## src/rtl/hp_region_sched_pkg.sv

```systemverilog
// Shared types and parameter defaults for the region-rotating CNN inference scheduler.
package hp_sched_pkg;

    typedef enum logic [1:0] {
        ST_IDLE   = 2'd0,
        ST_GRANT  = 2'd1,
        ST_INFER  = 2'd2,
        ST_COMMIT = 2'd3
    } sched_state_e;

    localparam int THRESH_DEF      = 0;
    localparam int TIMEOUT_CYC_DEF = 1 << 20;
    localparam int SET_CNT_DEF     = 2;
    localparam int CLR_CNT_DEF     = 4;
    localparam int HIST_W          = 8;

endpackage

```

## src/rtl/hp_region_sched_if.sv

```systemverilog
// Handshake and result bundle between the scheduler (slave) and its environment (master).
interface hp_region_sched_if #(
    parameter int NUM_REGIONS = 6,
    parameter int SCORE_W     = 16
);
    localparam int SEL_W = (NUM_REGIONS > 1) ? $clog2(NUM_REGIONS) : 1;

    logic                      i_ml_rdy;
    logic                      i_hold;
    logic                      o_rd_rdy;
    logic                      i_rd_done;
    logic [SEL_W-1:0]          o_frame_sel;
    logic                      i_score_vld;
    logic signed [SCORE_W-1:0] i_score;
    logic [NUM_REGIONS-1:0]    o_det_vec;
    logic                      o_det_any;
    logic                      o_det_filt;
    logic                      o_busy;
    logic                      o_timeout;

    modport slave (
        input  i_ml_rdy, i_hold, i_rd_done, i_score_vld, i_score,
        output o_rd_rdy, o_frame_sel, o_det_vec, o_det_any, o_det_filt, o_busy, o_timeout
    );

    modport master (
        output i_ml_rdy, i_hold, i_rd_done, i_score_vld, i_score,
        input  o_rd_rdy, o_frame_sel, o_det_vec, o_det_any, o_det_filt, o_busy, o_timeout
    );

endinterface

```

## src/rtl/hp_region_sched_det_filter.sv

```systemverilog
// Decision history shift register with set/clear hysteresis on the most recent bits.
module hp_det_filter
    import hp_sched_pkg::*;
#(
    parameter int SET_CNT = SET_CNT_DEF,
    parameter int CLR_CNT = CLR_CNT_DEF
) (
    input  logic clk,
    input  logic reset,
    input  logic shift_en,
    input  logic dec,
    output logic filt
);
    localparam logic [HIST_W-1:0] SET_MASK = HIST_W'((1 << SET_CNT) - 1);
    localparam logic [HIST_W-1:0] CLR_MASK = HIST_W'((1 << CLR_CNT) - 1);

    logic [HIST_W-1:0] hist_q, hist_d;
    logic              filt_q, filt_d;

    always_comb begin
        hist_d = hist_q;
        filt_d = filt_q;
        if (shift_en) hist_d = {hist_q[HIST_W-2:0], dec};
        // SET_CNT <= CLR_CNT, so set and clear can never both be true
        if ((hist_q & SET_MASK) == SET_MASK)  filt_d = 1'b1;
        else if ((hist_q & CLR_MASK) == '0)   filt_d = 1'b0;
    end

    always_ff @(posedge clk or posedge reset) begin
        if (reset) begin
            hist_q <= '0;
            filt_q <= 1'b0;
        end else begin
            hist_q <= hist_d;
            filt_q <= filt_d;
        end
    end

    assign filt = filt_q;

endmodule

```

## src/rtl/hp_region_sched.sv

```systemverilog
// Rotates CNN inference over NUM_REGIONS frame selections and records a per-region detection.
module hp_region_sched
    import hp_sched_pkg::*;
#(
    parameter int NUM_REGIONS = 6,
    parameter int SCORE_W     = 16,
    parameter int THRESH      = THRESH_DEF,
    parameter int TIMEOUT_CYC = TIMEOUT_CYC_DEF,
    parameter int SET_CNT     = SET_CNT_DEF,
    parameter int CLR_CNT     = CLR_CNT_DEF
) (
    input  logic clk,
    input  logic reset,
    hp_region_sched_if.slave bus
);
    localparam int SEL_W = (NUM_REGIONS > 1) ? $clog2(NUM_REGIONS) : 1;
    localparam int CNT_W = (TIMEOUT_CYC > 1) ? $clog2(TIMEOUT_CYC) : 1;
    localparam int CMP_W = (SCORE_W > 32) ? SCORE_W : 32;
    localparam logic [SEL_W-1:0]        SEL_LAST = SEL_W'(NUM_REGIONS - 1);
    localparam logic [CNT_W-1:0]        CNT_LAST = CNT_W'(TIMEOUT_CYC - 1);
    localparam logic signed [CMP_W-1:0] THRESH_X = CMP_W'(THRESH);

    sched_state_e              state_q, state_d;
    logic                      rd_rdy_q, rd_rdy_d;
    logic                      busy_q, busy_d;
    logic [SEL_W-1:0]          sel_q, sel_d;
    logic [NUM_REGIONS-1:0]    det_vec_q, det_vec_d;
    logic                      det_any_q, det_any_d;
    logic                      timeout_q, timeout_d;
    logic                      to_hit_q, to_hit_d;
    logic [CNT_W-1:0]          cnt_q, cnt_d;
    logic signed [SCORE_W-1:0] score_q, score_d;
    logic                      rd_done_dly_q;
    logic                      rd_edge, shift_en, dec;
    logic signed [CMP_W-1:0]   score_x;

    assign rd_edge = bus.i_rd_done & ~rd_done_dly_q;
    assign score_x = CMP_W'(score_q);

    always_comb begin
        state_d   = state_q;
        sel_d     = sel_q;
        det_vec_d = det_vec_q;
        timeout_d = timeout_q;
        to_hit_d  = to_hit_q;
        cnt_d     = cnt_q;
        score_d   = score_q;
        shift_en  = 1'b0;
        dec       = 1'b0;
        case (state_q)
            ST_IDLE: begin
                if (bus.i_ml_rdy && !bus.i_hold) state_d = ST_GRANT;
            end
            ST_GRANT: begin
                if (rd_edge) begin
                    state_d  = ST_INFER;
                    cnt_d    = '0;
                    to_hit_d = 1'b0;
                end else if (!bus.i_ml_rdy) begin
                    state_d = ST_IDLE;
                end
            end
            ST_INFER: begin
                // a score arriving on the last allowed cycle still counts
                if (bus.i_score_vld) begin
                    score_d  = bus.i_score;
                    to_hit_d = 1'b0;
                    state_d  = ST_COMMIT;
                end else if (cnt_q == CNT_LAST) begin
                    to_hit_d  = 1'b1;
                    timeout_d = 1'b1;
                    state_d   = ST_COMMIT;
                end else begin
                    cnt_d = cnt_q + CNT_W'(1);
                end
            end
            ST_COMMIT: begin
                dec              = !to_hit_q && (score_x >= THRESH_X);
                det_vec_d[sel_q] = dec;
                shift_en         = 1'b1;
                sel_d            = (sel_q == SEL_LAST) ? '0 : sel_q + SEL_W'(1);
                state_d          = ST_IDLE;
            end
            default: state_d = ST_IDLE;
        endcase
        // grant goes high one cycle into GRANT and drops on the edge that leaves it
        rd_rdy_d  = (state_q == ST_GRANT) && (state_d == ST_GRANT);
        busy_d    = (state_d != ST_IDLE);
        det_any_d = |det_vec_q;
    end

    always_ff @(posedge clk or posedge reset) begin
        if (reset) begin
            state_q       <= ST_IDLE;
            rd_rdy_q      <= 1'b0;
            busy_q        <= 1'b0;
            sel_q         <= '0;
            det_vec_q     <= '0;
            det_any_q     <= 1'b0;
            timeout_q     <= 1'b0;
            to_hit_q      <= 1'b0;
            cnt_q         <= '0;
            score_q       <= '0;
            rd_done_dly_q <= 1'b1;
        end else begin
            state_q       <= state_d;
            rd_rdy_q      <= rd_rdy_d;
            busy_q        <= busy_d;
            sel_q         <= sel_d;
            det_vec_q     <= det_vec_d;
            det_any_q     <= det_any_d;
            timeout_q     <= timeout_d;
            to_hit_q      <= to_hit_d;
            cnt_q         <= cnt_d;
            score_q       <= score_d;
            rd_done_dly_q <= bus.i_rd_done;
        end
    end

    hp_det_filter #(
        .SET_CNT (SET_CNT),
        .CLR_CNT (CLR_CNT)
    ) u_filter (
        .clk      (clk),
        .reset    (reset),
        .shift_en (shift_en),
        .dec      (dec),
        .filt     (bus.o_det_filt)
    );

    assign bus.o_rd_rdy    = rd_rdy_q;
    assign bus.o_busy      = busy_q;
    assign bus.o_frame_sel = sel_q;
    assign bus.o_det_vec   = det_vec_q;
    assign bus.o_det_any   = det_any_q;
    assign bus.o_timeout   = timeout_q;

endmodule

```

## src/flat_wrapper.sv

```systemverilog
// flat-port wrapper written by rule: the top's interface ports become plain ports
module hp_region_sched_flat import hp_sched_pkg::*;
#(
    parameter int NUM_REGIONS = 6,
    parameter int SCORE_W     = 16,
    parameter int THRESH      = THRESH_DEF,
    parameter int TIMEOUT_CYC = TIMEOUT_CYC_DEF,
    parameter int SET_CNT     = SET_CNT_DEF,
    parameter int CLR_CNT     = CLR_CNT_DEF
)
  (clk, reset, bus_i_ml_rdy, bus_i_hold, bus_i_rd_done, bus_i_score_vld, bus_i_score, bus_o_rd_rdy, bus_o_frame_sel, bus_o_det_vec, bus_o_det_any, bus_o_det_filt, bus_o_busy, bus_o_timeout);
  hp_region_sched_if #(.NUM_REGIONS(NUM_REGIONS), .SCORE_W(SCORE_W)) bus_i ();
  input  logic clk;
  input  logic reset;
  input wire logic [$bits(bus_i.i_ml_rdy)-1:0] bus_i_ml_rdy;
  input wire logic [$bits(bus_i.i_hold)-1:0] bus_i_hold;
  input wire logic [$bits(bus_i.i_rd_done)-1:0] bus_i_rd_done;
  input wire logic [$bits(bus_i.i_score_vld)-1:0] bus_i_score_vld;
  input wire logic [$bits(bus_i.i_score)-1:0] bus_i_score;
  output wire logic [$bits(bus_i.o_rd_rdy)-1:0] bus_o_rd_rdy;
  output wire logic [$bits(bus_i.o_frame_sel)-1:0] bus_o_frame_sel;
  output wire logic [$bits(bus_i.o_det_vec)-1:0] bus_o_det_vec;
  output wire logic [$bits(bus_i.o_det_any)-1:0] bus_o_det_any;
  output wire logic [$bits(bus_i.o_det_filt)-1:0] bus_o_det_filt;
  output wire logic [$bits(bus_i.o_busy)-1:0] bus_o_busy;
  output wire logic [$bits(bus_i.o_timeout)-1:0] bus_o_timeout;
  assign bus_i.i_ml_rdy = bus_i_ml_rdy;
  assign bus_i.i_hold = bus_i_hold;
  assign bus_i.i_rd_done = bus_i_rd_done;
  assign bus_i.i_score_vld = bus_i_score_vld;
  assign bus_i.i_score = bus_i_score;
  assign bus_o_rd_rdy = bus_i.o_rd_rdy;
  assign bus_o_frame_sel = bus_i.o_frame_sel;
  assign bus_o_det_vec = bus_i.o_det_vec;
  assign bus_o_det_any = bus_i.o_det_any;
  assign bus_o_det_filt = bus_i.o_det_filt;
  assign bus_o_busy = bus_i.o_busy;
  assign bus_o_timeout = bus_i.o_timeout;
  hp_region_sched #(.NUM_REGIONS(NUM_REGIONS), .SCORE_W(SCORE_W), .THRESH(THRESH), .TIMEOUT_CYC(TIMEOUT_CYC), .SET_CNT(SET_CNT), .CLR_CNT(CLR_CNT)) u_core (.clk(clk), .reset(reset), .bus(bus_i));
endmodule
```

## config.mk

```make
export PLATFORM = sky130hd
export DESIGN_NAME = hp_region_sched_flat
export DESIGN_NICKNAME = d
export VERILOG_FILES = /design/src/rtl/hp_region_sched_pkg.sv /design/src/rtl/hp_region_sched_if.sv /design/src/rtl/hp_region_sched_det_filter.sv /design/src/rtl/hp_region_sched.sv /design/src/flat_wrapper.sv
export SDC_FILE = /design/constraint.sdc
export NUM_CORES = 1
export LEC_CHECK = 0
export CORE_AREA = 2 2 62 76
export DETAILED_ROUTE_END_ITERATION = 8
export DIE_AREA = 0 0 64 78
export GPL_TIMING_DRIVEN = 0
export PLACE_DENSITY = 0.82
export SETUP_SLACK_MARGIN = 0.05
export SKIP_CTS_REPAIR_TIMING = 1
export SYNTH_ARGS = -nofsm -noshare
export SYNTH_HDL_FRONTEND = slang
export SYNTH_HIERARCHICAL = 1
export SYNTH_SLANG_ARGS = --single-unit
```

## constraint.sdc

```tcl
create_clock -name clk -period 2.5 [get_ports clk]
set_input_delay 0.5 -clock clk [delete_from_list [all_inputs] [get_ports clk]]
set_output_delay 0.5 -clock clk [all_outputs]
set_load 0.02 [all_outputs]
```

Word level (Yosys, flattened, before mapping)
Index checks and enable logic that the tools add are counted.
{"block": "word_totals", "out_inout_bits": 14, "reg_bits": 58, "input_bits": 22, "elab_cells": 70}
{"block": "op_classes", "n_eq_ne": 11, "n_lt_le_gt_ge": 3, "reduce_logical": 16, "muxes": 22, "n_addsub": 2, "n_bitwise": 3}
{"op": "2-to-1 mux 20 bit", "count": 3}
{"op": "case mux 20 bit (2 select lines)", "count": 1}
{"op": "adder 20 x 1 -> 20 bit (second input constant)", "count": 1}
{"op": "equality test 20 bit (second input constant)", "count": 1}
{"op": "greater-or-equal comparator 16 x 1 -> 1 bit (second input constant)", "count": 1}
{"op": "2-to-1 mux 2 bit", "count": 5}
{"op": "zero test 8 bit", "count": 1}
{"op": "2-to-1 mux 1 bit", "count": 8}
{"op": "case mux 2 bit (4 select lines)", "count": 1}
{"op": "bitwise mux 6 bit", "count": 1}
{"op": "equality test 2 bit (second input constant)", "count": 3}
{"op": "AND reduction 3 bit", "count": 2}
{"op": "nonzero test 2 bit", "count": 3}
{"op": "OR reduction 6 bit", "count": 1}
{"op": "equality test 2 x 1 -> 1 bit (second input constant)", "count": 2}
{"op": "logical AND 1 bit", "count": 4}
{"op": "less-than comparator 3 x 4 -> 1 bit (second input constant)", "count": 1}
{"op": "inequality test 2 bit (second input constant)", "count": 2}
{"op": "AND reduction 4 bit", "count": 1}
{"op": "adder 3 x 1 -> 3 bit (second input constant)", "count": 1}
{"op": "demux 1 bit (select 3 bit)", "count": 1}
{"op": "equality test 3 bit (second input constant)", "count": 1}
{"op": "greater-or-equal comparator 3 x 1 -> 1 bit (second input constant)", "count": 1}
{"op": "2-to-1 mux 3 bit", "count": 1}
{"op": "8 further kinds", "count": 10}

Longest topological paths before layout
{"block": "logic_depth", "word_depth": 6, "ltp_mapped": 6, "mapped_depth_nobuf": 5}

Hierarchy
Netlist, hierarchy kept.
{"module": "hp_region_sched", "area_per_inst_um2": 1896.8, "seq_area_each_um2": 952.2, "cells_each": 192, "instances": 1}
{"module": "hp_det_filter", "area_per_inst_um2": 188.9, "seq_area_each_um2": 125.1, "cells_each": 13, "instances": 1}

Worst setup path before layout
Ideal clock, no wire load.
{"block": "synth_path", "path_kind": "input to register", "startpoint": "input bus_i_score_vld", "endpoint": "register u_core.cnt_q[12]", "arrival_ps": 2053, "slack_ps": 369, "setup_ps": 78, "cell_stages": 5, "cell_sequence": "or3b_1 or4_1 clkbuf_2 or4_1 a21oi_1"}
{"block": "synth_via", "elab_chain_cells": 2}
{"item": "start: declaration", "line_no": "flat_wrapper.sv:18", "text": "input wire logic [$bits(bus_i.i_score_vld)-1:0] bus_i_score_vld;"}
{"item": "inequality test 2 bit (no source line)"}
{"item": "AND reduction 4 bit (no source line)"}
{"item": "end signal: assignment", "line_no": "hp_region_sched.sv:114", "text": "cnt_q <= cnt_d;"}
{"item": "end: declaration", "line_no": "hp_region_sched.sv:31", "text": "logic [CNT_W-1:0] cnt_q, cnt_d;"}
Every way passes these cells.
A chain may end at the register's enable or synchronous reset.

Worst setup path in the final report
{"block": "layout_path", "startpoint": "register u_core.cnt_q[0]", "endpoint": "register u_core.cnt_q[14]"}
{"block": "layout_via", "elab_chain_cells": 4}
{"item": "adder 20 x 1 -> 20 bit", "line_no": "hp_region_sched.sv:74", "text": "cnt_d = cnt_q + CNT_W'(1);"}
{"item": "2-to-1 mux 20 bit", "line_no": "hp_region_sched.sv:69", "text": "end else if (cnt_q == CNT_LAST) begin"}
{"item": "2-to-1 mux 20 bit", "line_no": "hp_region_sched.sv:65", "text": "if (bus.i_score_vld) begin"}
{"item": "case mux 20 bit (2 select lines)", "line_no": "hp_region_sched.sv:50", "text": "case (state_q)"}
Several ways; a longest one is shown, not always the timed one. The select of a mux whose other input is x is not followed.

==> impl_metrics.json <==
{
  "wl_per_cell_um": 14.33,
  "stdcell_count": 289,
  "avgSynthCellArea_um2": 10.17,
  "power_leakage_nw": 1.064,
  "rows": 26,
  "vias": 1671,
  "die_y_um": 78,
  "total_power_w": 0.002070,
  "clockBufferDepth": 2,
  "clock_latency_ns": 0.29,
  "required_ns": 2.68,
  "antenna_left": 0,
  "crit-reg2reg-capture": "u_core/cnt_q[14]",
  "r2r_slack_ns": 0.22,
  "tightest_slew_ns": 0.7932,
  "clk_pin_slew_ns": 0.08,
  "critPathTopFamily": "simple AND/OR/NAND/NOR gates",
  "dr.pass1.iters": 5,
  "via_per_inst": 5.782,
  "fin_area_mm2": 0.002457,
  "max-vdd-ir-drop_uv": 322.2,
  "fin_nets": 255,
  "utilization": 0.5856,
  "antenna_found_initial": 0,
  "grt_pass1_wl_um": 7251,
  "place_area_mm2": 0.002356,
  "final_common_cell": "dfrtp_1",
  "yosys-top-cells-area": "dfrtp_1 (50%), mux2_2 (5.4%), nand2_1 (4.9%)",
  "path_cells": "ha_1 -> nand3_1 -> nor4_2 -> clkbuf_1 -> o311ai_0 -> o41ai_1",
  "synth.ff_latch_count": 43,
  "ys_seq_area_frac": 0.5165,
  "critPathMaxFanout": 10,
  "grt_max_degree": 39,
  "worstReg2RegStart": "u_core/cnt_q[0]",
  "cts_inserted_buffers": 5,
  "hold_viol_final": 0,
  "drive_above_1_share": 0.1073,
  "synth_edf_count": 0,
  "die_width_um": 64,
  "fmax_ghz": 0.4379,
  "yosys.area.top_type_share": 0.5039,
  "end_kind": "flip-flop",
  "critical_path_class": "flip-flop to flip-flop",
  "dp_cells": 281,
  "die_area_mm2": 0.004992,
  "rsz0062_at_grt": "no",
  "cts-root-buf": "clkbuf_8",
  "synth.distinct_cells": 40,
  "cts.sinks": 43,
  "dr.first_iter.drc_count": 87,
  "yosys_warnings": 6,
  "max_stage_delay_ns": 0.62,
  "core-area_mm2": 0.004197,
  "final_cell_mix": "dfrtp_1 (42), nand2_1 (27), clkdlybuf4s50_1 (19)",
  "dominantRegCellSynth": "dfrtp_1",
  "routabilityCongestion": 0.7591,
  "cts_tree": "yes",
  "finalSetupViolCount": 0,
  "status": "finished clean",
  "period_needed_ns": 2.284,
  "n_antenna_cell": 0,
  "drcViolationCount": 0,
  "grt_overflow": 0,
  "path_buf_inv": 1,
  "place_hpwl_um": 2980,
  "cts_max_level": 2,
  "syn-num-nets": 228,
  "area_growth_pct": 17.82,
  "start_kind": "flip-flop",
  "grt_pass1_vias": 1637,
  "syn_inst": 205,
  "arrival_ns": 2.46,
  "relSlewSlack": 0.4640,
  "wirelength_um": 4140,
  "ios": 36,
  "drv_slew": 0,
  "finClkSkew_ns": 0.004861,
  "fin_crit_sh": 0.9135,
  "hp-class": "input port to asynchronous set/reset pin",
  "initial_core_util": 0.4970,
  "worstRegToRegCells": 6,
  "grt.total_usage": 0.1841,
  "critPathSlowestCell": "nor4_2",
  "io_buffers": 20,
  "synth.largest_area_cell": "dfrtp_1",
  "synthArstFlopShare": 1.000,
  "syn_area_mm2": 0.002086,
  "cellPowerDensity_mw_per_mm2": 842.5,
  "hold_slack_ns": 0.4402,
  "drv_cap": 0
}
## stage by stage
| stage | TNS, ns | setup WS [ns] |
|---|---|---|
| final | 0 | 0.2162 |
| after global routing | 0 | 0.07750 |
| after CTS | -0.1499 | -0.05572 |
| after detailed placement | -1.857 | -0.3277 |
| after global placement | -1.404 | -0.2620 |
| after floorplan | 0 | 0.3694 |
## area by class of cell
cell class                      instances  area [um^2]
Clock inverter                          2        12.51
Sequential cell                        43         1077
Inverter                                9        33.78
Clock buffer                            6        72.57
Timing Repair Buffer                   20        202.7
Multi-Input combinational cell        143        945.9
Tap cell                               56        70.07
Fill cell                             347         1739
Buffer                                 10        42.54
## routing by layer
layer / vias up / wire, um / share of wire / global-route usage
met2: 40 / 2152 / 0.52 / 0.3198
met5: - / 0 / 0 / 0
met1: 818 / 1770 / 0.43 / 0.2229
met4: 0 / 53 / 0.013 / 0.05870
met3: 6 / 164 / 0.040 / 0.04348
li1: 807 / - / - / -
## Yosys cell counts (2+ instances only)
library cell   n
and4_1         4
inv_1          9
o211ai_1       3
or3_1          3
nand2_1       27
mux2i_1       10
nand3_1        6
a21oi_1       10
o2111ai_1      3
nor3_1         5
nor2_1         7
o41ai_1        3
o31ai_1        4
a21o_1         2
mux2_2        10
nand4_1        5
nor4_1         6
clkbuf_1       7
a31oi_1        2
nand2b_1       4
o311ai_0       2
or4_1          5
o21ai_0        8
dfrtp_1       42
and2_1         3
## how the worst max path moves through the flow
stage,start,endpoint,slack [ns],depth (start not counted)
finish,u_core/cnt_q[0],u_core/cnt_q[14],0.22,6
global route,u_core/cnt_q[0],u_core/cnt_q[14],0.08,6
CTS,u_core/cnt_q[0],u_core/cnt_q[14],-0.06,6
detailed placement,bus_i_score_vld,u_core/cnt_q[12],-0.33,6
global placement,bus_i_score_vld,u_core/cnt_q[12],-0.26,6
floorplan,bus_i_score_vld,u_core/cnt_q[12],0.37,5
## logic make-up after synthesis
kind of cell,count (synthesis),synth area share
simple gates,81,0.2076
flops,43,0.5165
compound gates,40,0.1272
mux,20,0.1020
buf+inv,19,0.03659
xor+xnor,1,0.004200
fa+ha+maj,1,0.005998
## registers in the layout, indices dropped and copies added, names as in the netlist
register / cells
u_core/cnt_q: 20
u_core/score_q: 1
u_core/bus.o_timeout: 1
u_core/to_hit_q: 1
u_core/bus.o_det_any: 1
u_core/rd_done_dly_q: 1
u_core/bus.o_det_vec: 6
u_core/u_filter/filt: 1
u_core/bus.o_busy: 1
u_core/u_filter/hist_q: 4
u_core/state_q: 2
u_core/bus.o_frame_sel: 3
u_core/bus.o_rd_rdy: 1
## power breakdown
part	leakage (nW)	internal (W)	switching (W)
logic	0.448	0.000321	0.000340
registers	0.574	0.000847	0.000135
clock network	0.0412	0.000195	0.000232
(Power assumes the default switching activity.)
